$ cat config.mk
export PLATFORM = sky130hd
export DESIGN_NAME = decompress_unit
export DESIGN_NICKNAME = d
export VERILOG_FILES = /design/src/rtl/decompress_unit.sv
export SDC_FILE = /design/constraint.sdc
export NUM_CORES = 1
export LEC_CHECK = 0
export BUFFER_PORTS_ARGS = -buffer_cell sky130_fd_sc_hd__buf_4
export CORE_ASPECT_RATIO = 2
export CORE_UTILIZATION = 30
export CTS_BUF_LIST = sky130_fd_sc_hd__clkbuf_16
export DETAILED_ROUTE_END_ITERATION = 16
export GPL_ROUTABILITY_DRIVEN = 0
export PLACE_DENSITY = 0.49
export SLEW_MARGIN = 20
export SYNTH_ARGS = -nofsm -noshare
export SYNTH_HDL_FRONTEND = slang
export SYNTH_SLANG_ARGS = --single-unit
$ cat constraint.sdc
create_clock -name clk -period 8.4 [get_ports clk]
set_clock_uncertainty 0.2 [all_clocks]
set_input_delay 0.42 -clock clk [delete_from_list [all_inputs] [get_ports clk]]
set_output_delay 0.42 -clock clk [all_outputs]
set_load 0.02 [all_outputs]
$ cat src/rtl/decompress_unit.sv
// Two-code run-length decoder: expands {value,length} byte pairs into a 256-bit MSB-first buffer.
// Optional build macro DECOMP_PAD_LAST_EN fills the unused tail with the last decoded bit.
module decompress_unit (
    input  logic         clk,
    input  logic         RST,
    input  logic [7:0]   in1,
    input  logic [7:0]   in2,
    input  logic         work,
    output logic [255:0] out,
    output logic [31:0]  byteIndx,
    output logic [2:0]   bitIndx,
    output logic         done
);

    // state | meaning
    // IDLE  | waiting for first work after reset
    // RUN1  | writing first run at the top of the buffer
    // RUN2  | writing second run after the first, computing indices
    // FIN   | raising done
    // DONE  | results held; work starts a new decode
    typedef enum logic [2:0] {IDLE, RUN1, RUN2, FIN, DONE} state_t;

    localparam logic [255:0] ALL_ONES = '1;

    state_t      state;
    logic [7:0]  code1;
    logic [7:0]  code2;
    logic [7:0]  ptr;

    logic [7:0]   total;
    logic [8:0]   shift1;
    logic [8:0]   shiftPtr;
    logic [8:0]   shiftTotal;
    logic [255:0] run1Mask;
    logic [255:0] headMask;
    logic [255:0] usedMask;
    logic [255:0] run2Mask;
    logic [255:0] tailMask;
    logic         padBit;

    assign total      = {1'b0, code1[6:0]} + {1'b0, code2[6:0]};
    assign shift1     = {2'b00, code1[6:0]};
    assign shiftPtr   = {1'b0, ptr};
    assign shiftTotal = {1'b0, total};

    // A mask of the top N bits is the complement of all-ones shifted right by N.
    assign run1Mask = ~(ALL_ONES >> shift1);
    assign headMask = ~(ALL_ONES >> shiftPtr);
    assign usedMask = ~(ALL_ONES >> shiftTotal);
    assign run2Mask = usedMask & ~headMask;
    assign tailMask = ALL_ONES >> shiftTotal;

`ifdef DECOMP_PAD_LAST_EN
    assign padBit = (code2[6:0] != 7'd0) ? code2[7] :
                    (code1[6:0] != 7'd0) ? code1[7] : 1'b0;
`else
    assign padBit = 1'b0;
`endif

    always_ff @(posedge clk) begin
        if (RST) begin
            state    <= IDLE;
            code1    <= '0;
            code2    <= '0;
            ptr      <= '0;
            out      <= '0;
            byteIndx <= '0;
            bitIndx  <= 3'd7;
            done     <= 1'b0;
        end else begin
            case (state)
                IDLE, DONE: begin
                    if (work) begin
                        code1 <= in1;
                        code2 <= in2;
                        done  <= 1'b0;
                        out   <= '0;
                        state <= RUN1;
                    end
                end
                RUN1: begin
                    out   <= code1[7] ? (out | run1Mask) : (out & ~run1Mask);
                    ptr   <= {1'b0, code1[6:0]};
                    state <= RUN2;
                end
                RUN2: begin
                    out      <= (code2[7] ? (out | run2Mask) : (out & ~run2Mask))
                                | ({256{padBit}} & tailMask);
                    byteIndx <= {27'd0, total[7:3]};
                    bitIndx  <= ~total[2:0];
                    state    <= FIN;
                end
                FIN: begin
                    done  <= 1'b1;
                    state <= DONE;
                end
                default: state <= IDLE;
            endcase
        end
    end

endmodule

==> results.yml, run 1 <==
status:
  status: "finished with violations"
  violations: "negative hold slack"
grt:
  grt_pass1_vias: 21200
  grt_first_pass_wirelength_mm: 159
  grt_antenna_before_repair: 8
  grt_usage_pct: 34.8
  grt_overflow: 0
  grt_max_degree: 181
synthesis:
  synth_area_um2: 18800
  synth-seq-area-share_pct: 31.0
  synthCells: 2626
  synth_ff_type: "dfxtp_1"
  synth.top_cell.area_share_pct: 31.0
  synth_top_area_cell: "dfxtp_1"
  synth_edf_count: 0
  synth-async-reset-ratio_pct: 0
  ys_top_cells_by_area: "dfxtp_1 31%, o21ai_0 8.5%, a21oi_1 7.6%, nor2_1 6.3%, nand2_1 5.5%"
  yosysMostFrequentCell: "o21ai_0"
  synth_area_per_cell_um2: 7.15
  yosysWarnings: 0
  netlist-cell-type-count: 88
  synth-seq-cells: 291
  yosys-top-cells-count: "318 x o21ai_0, 314 x nor2_1, 291 x dfxtp_1"
cells_and_area:
  final_nets: 2768
  drive_gt1_share_pct: 18.6
  n_fill_cell: 6552
  area_growth_pct: 20.2
timing:
  finalCritPeriodShare_pct: 63.2
  setup_tns_ps: 0
  whs_ps: -1.92
  fin_ws_ps: 3100
  fin_crit_ps: 5300
  max_clock_freq_mhz: 189
  grt_setup_unrepaired: "false"
  slew_headroom_pct: 6.37
  setup_viol: 0
  hold_violations: 1
  slew_violations: 0
  tightest_slew_ps: 1390
route:
  wirelength_mm: 114
  drtIter0Drc: 3379
  vias_per_cell: 6.44
  wl_per_cell_um: 32.0
  vias: 22900
  drtAntennaViolNets: 0
  dr.pass1.iters: 6
  remaining_drc_errors: 0
clocking:
  clock-sinks: 291
  numCtsBuffers: 31
  cts_tree: "built"
  post_cts_buffers: 0
  clk-insertion-delay-late_ps: 630
  htree_num_levels: 1
  cts_root_buffer: "clkbuf_16"
  clk_pin_slew_ps: 70
  clockBufferDepth: 3
worst_setup_path:
  crit_path_end_kind: "flip-flop"
  crit_path_start_kind: "flip-flop"
  cp_max_fo: 68
  required_ps: 8700
  cp_data_arrival_time_ps: 5600
  worst-setup-path-type: "reg -> reg"
pwr:
  leakagePower_nw: 8.45
  internal-power_mw: 3.00
  swShare_pct: 44.6
  ir_drop_mv: 0.148
  seq_power_share_pct: 29.7
  p_switching_mw: 2.42
  p_clk_share_pct: 29.9
  powerDensity_nw_per_um2: 240
  p_comb_share_pct: 40.4
die:
  die_x_um: 179
  start_util_pct: 30.4
  rows: 129
  pin_count: 311
  core_um2: 61800
  dieArea_um2: 63700
  dieHeight_um: 356
placement:
  dp_slack_ps: 3290
  hpwl_mm: 77.5
  port_buffers: 283
flow_run:
  max_cap_violations: 0
worst_hold_path:
  hold_class: "in -> reg"
==> final timing paths <==
path | startpoint | to | slack [ps] | cells after the start
hold / removal | in1[3] | code1[3] | -2 | 3
hold reg to reg | byteIndx[1] | byteIndx[1] | 260 | 2
setup reg to reg | code1[3] | out[26] | 3100 | 8
setup / recovery | code1[3] | out[26] | 3100 | 8
==> layer usage <==
metal	GRT usage, %	up-vias	share of wire [%]
li1	-	9760	-
met1	39.4	10900	35
met2	53.8	1735	45
met3	9.09	512	11
met4	29.4	14	10
met5	0.865	-	0.13
==> placed cells by master (no fill, tap or decap), types with 8 or more instances in the layout <==
cell type,instances
o21ai_1,15
nand3b_1,22
and2_1,20
o31a_1,9
a21o_1,14
nor2_1,303
conb_1,27
inv_1,32
bufinv_16,8
a221oi_1,34
or2_2,23
and3_1,13
or3_1,12
buf_4,336
a21oi_1,283
dfxtp_1,287
nand3_1,51
nand2_1,273
o22ai_1,60
mux2i_1,67
o32ai_1,9
nor3_1,47
o211ai_1,28
nor2_2,9
clkinv_2,8
o31ai_1,13
clkbuf_16,31
a311oi_1,29
o21ai_0,311
a22oi_1,45
dlygate4sd3_1,14
a221o_1,10
a211oi_1,40
o221ai_1,17
nor2b_1,12
a31oi_1,49
o21a_1,9
nand2b_1,13
mux2_2,39
==> power groups by stage <==
stage | clock network, mW | registers, mW | logic [mW]
6_report | 1.62 | 1.61 | 2.19
5_1_grt | 1.67 | 1.62 | 2.27
4_1_cts | 1.63 | 1.60 | 2.09
3_5_place_dp | 0 | 1.63 | 2.07
3_3_place_gp | 0 | 1.63 | 2.05
2_1_floorplan | 0 | 1.68 | 1.20
==> layout make-up <==
type | instances | area [µm²] | share of cell area [%]
antenna | 2 | 5.00 | 0.0222
clock buffer | 31 | 776 | 3.44
clock inverter | 26 | 349 | 1.55
inverter | 32 | 120 | 0.532
multi-input combinational | 2032 | 11800 | 52.2
sequential | 291 | 5830 | 25.8
tap | 786 | 983 | 4.36
timing repair buffer | 353 | 2720 | 12.1
==> worst max-delay path, stage by stage (launching register included) <==
cell and delay (ps):
dfxtp_1 850, ha_1 480, nand3_1 150, nor2_1 280
or3_1 640, nand2_4 650, nor2_1 1030, nand2_1 570
o32ai_1 310
==> timing repair <==
item	in CTS	in global routing
hold buffers	14	0
endpoints found under the hold margin	14	0
resized for setup	0	0
==> metrics by stage <==
| step | cells | power, mW | utilization (%) | hold slack, ps | instance area (µm²) |
|---|---|---|---|---|---|
| after detailed placement | 3479 | 3.71 | 34.4 | 256 | 21300 |
| after floorplan | 2652 | 2.87 | - | 240 | 18900 |
| final | 3553 | 5.41 | 36.5 | -1.92 | 22600 |
| after global placement | 3478 | 3.68 | 34.4 | 252 | 21200 |
| after global routing | 3551 | 5.56 | 36.5 | 8.01 | 22600 |
| after CTS | 3550 | 5.31 | 36.5 | 9.88 | 22500 |
==> cells by family (layout without fill, tap and decap cells) <==
group,after synthesis,after routing,synth area share (%)
and+or+nand+nor,838,838,20.0
DFF,291,291,31.0
xor gates and xnor gates,5,5,0.233
AOI/OAI and AO/OA,1047,1047,34.6
other,1,29,0.0200
muxes,107,107,5.97
adders and majority gates,8,8,0.573
buffers and inverters,329,442,7.54
==> registers in the layout (all words and copies together) (netlist names) <==
register,cells
bitIndx,3
byteIndx,5
code1,8
code2,8
done,1
out,256
ptr,7
state,3
(Power assumes the default switching activity.)
==> run 2, diff against run 1 <==
==> constraint.sdc (replaced) <==
create_clock -name clk -period 5.55 [get_ports clk]
set_clock_uncertainty 0.2 [all_clocks]
set_input_delay 0.2775 -clock clk [delete_from_list [all_inputs] [get_ports clk]]
set_output_delay 0.2775 -clock clk [all_outputs]
set_load 0.02 [all_outputs]
==> results.yml, run 2 (same netlist as run 1, synthesis figures left out) <==
cells_and_area:
  largest_reg_flops: 256
  layout.cells.most_common: "buf_4"
  regMostFlops: "out"
  final_nets: 2794
  layout_common_cells: "354 x buf_4, 314 x o21ai_0, 306 x nor2_1"
  drive_gt1_share_pct: 18.8
  finalCoreUtilization_pct: 36.7
  top_regs: "out x256, code1 x8, code2 x8"
  area_growth_pct: 20.7
route:
  drtIter0Drc: 3139
  drtAntennaViolNets: 0
  dr.pass1.iters: 7
  remaining_drc_errors: 0
  wirelength_mm: 116
  wl_per_cell_um: 32.3
  vias: 23200
  vias_per_cell: 6.49
worst_setup_path:
  crit_chain: "ha_1 > fa_1 > xnor2_1 > nand2b_1 > nor2_1 > nor2_1 > a311oi_1 > a21oi_1"
  r2r_start: "code1[0]"
  crit_path_end_kind: "flip-flop"
  crit_cells: 8
  crit_path_start_kind: "flip-flop"
  cp_max_fo: 10
  critPathLaunch: "code1[0]"
  endpoint: "out[158]"
  path_delay_family: "simple AND/OR/NAND/NOR gates"
  r2r-end: "out[158]"
  cp_data_arrival_time_ps: 5430
  critPathBufInv: 0
  r2r_setup_slack_ps: 330
  worst-setup-path-type: "reg -> reg"
  cp_slowest_cell: "a311oi_1"
  required_ps: 5760
  cpMostUsedCell: "nor2_1"
  ff2ff_path_depth: 8
  max_stage_delay_ps: 1050
die:
  pin_count: 311
  rows: 129
  dieArea_um2: 63700
  die_x_um: 179
  start_util_pct: 30.4
  dieHeight_um: 356
  core_um2: 61800
timing:
  fin_ws_ps: 330
  setup_tns_ps: 0
  fin_crit_ps: 5220
  grt_setup_unrepaired: "false"
  hold_violations: 0
  max_clock_freq_mhz: 192
  slew_headroom_pct: 13.0
  tightest_slew_ps: 1290
  finalCritPeriodShare_pct: 94.1
  setup_viol: 0
  slew_violations: 0
grt:
  grt_first_pass_wirelength_mm: 161
  grt_max_degree: 112
  grt_usage_pct: 35.7
  grt_antenna_before_repair: 6
  grt_overflow: 0
  grt_pass1_vias: 21400
clocking:
  clk-insertion-delay-late_ps: 590
  cts_root_buffer: "clkbuf_16"
  cts_tree: "built"
  clock-sinks: 291
  numCtsBuffers: 34
  clockBufferDepth: 3
  htree_num_levels: 2
  post_cts_buffers: 0
  clk_pin_slew_ps: 70
flow_run:
  max_cap_violations: 0
pwr:
  leakagePower_nw: 8.54
  powerDensity_nw_per_um2: 359
  ir_drop_mv: 0.225
  power.total_mw: 8.14
status:
  status: "finished, final reports clean"
placement:
  hpwl_mm: 79.9
  port_buffers: 283
  dp_slack_ps: 991
worst_hold_path:
  hold_class: "in -> reg"
## run 2: changes by cell type in the layout (fill, tap and decap cells not counted), moves of 4 or more
cell and change:
buf_4 +18, bufinv_16 -5, clkbuf_16 +4, clkinv_2 -4
inv_1 +6
## run 2: worst min-delay path by stage
| stage | start | endpoint | slack, ps | depth (start not counted) |
|---|---|---|---|---|
| final | RST | out[186] | 140 | 2 |
| after floorplan | in2[0] | code2[0] | 210 | 2 |
| after CTS | RST | out[48] | 150 | 2 |
| after global placement | byteIndx[2] | byteIndx[2] | 250 | 2 |
| after detailed placement | out[0] | out[0] | 250 | 1 |
| after global routing | RST | out[186] | 150 | 2 |
## run 2: through the flow
| stage | hold slack, ps | instances | cell area, µm² |
|---|---|---|---|
| 3_3_place_gp | 254 | 3496 | 21400 |
| 4_1_cts | 147 | 3572 | 22600 |
| 2_1_floorplan | 213 | 2652 | 18900 |
| 6_report | 139 | 3578 | 22700 |
| 5_1_grt | 152 | 3575 | 22700 |
| 3_5_place_dp | 253 | 3497 | 21400 |
## run 2: cell type report
class	instances	area, µm²
inverters	32	120
repair buffers	376	2900
flip-flops and latches	291	5830
well taps	786	983
multi-input cells	2032	11800
fillers	6583	39100
clock inverters	23	189
clock buffers	35	876
diodes	3	7.51
## run 2: routing by layer
layer  vias up  track usage [%]  share of wire, %
met5         -                0             0.048
met2      1798             54.7                44
met3       564             10.3                11
met4         8             32.2                11
li1       9820                -                 -
met1     11000             39.6                34
## run 2: power breakdown
group	switching (mW)	internal, mW	leakage (nW)
clock network	1.05	1.29	0.548
registers	0.207	2.23	2.36
logic	2.43	0.942	5.63
total	3.69	4.46	8.54
## run 2: what timing repair did
action,CTS,global route
hold buffers,17,0
gates resized for setup,0,0
hold endpoints to repair,18,0
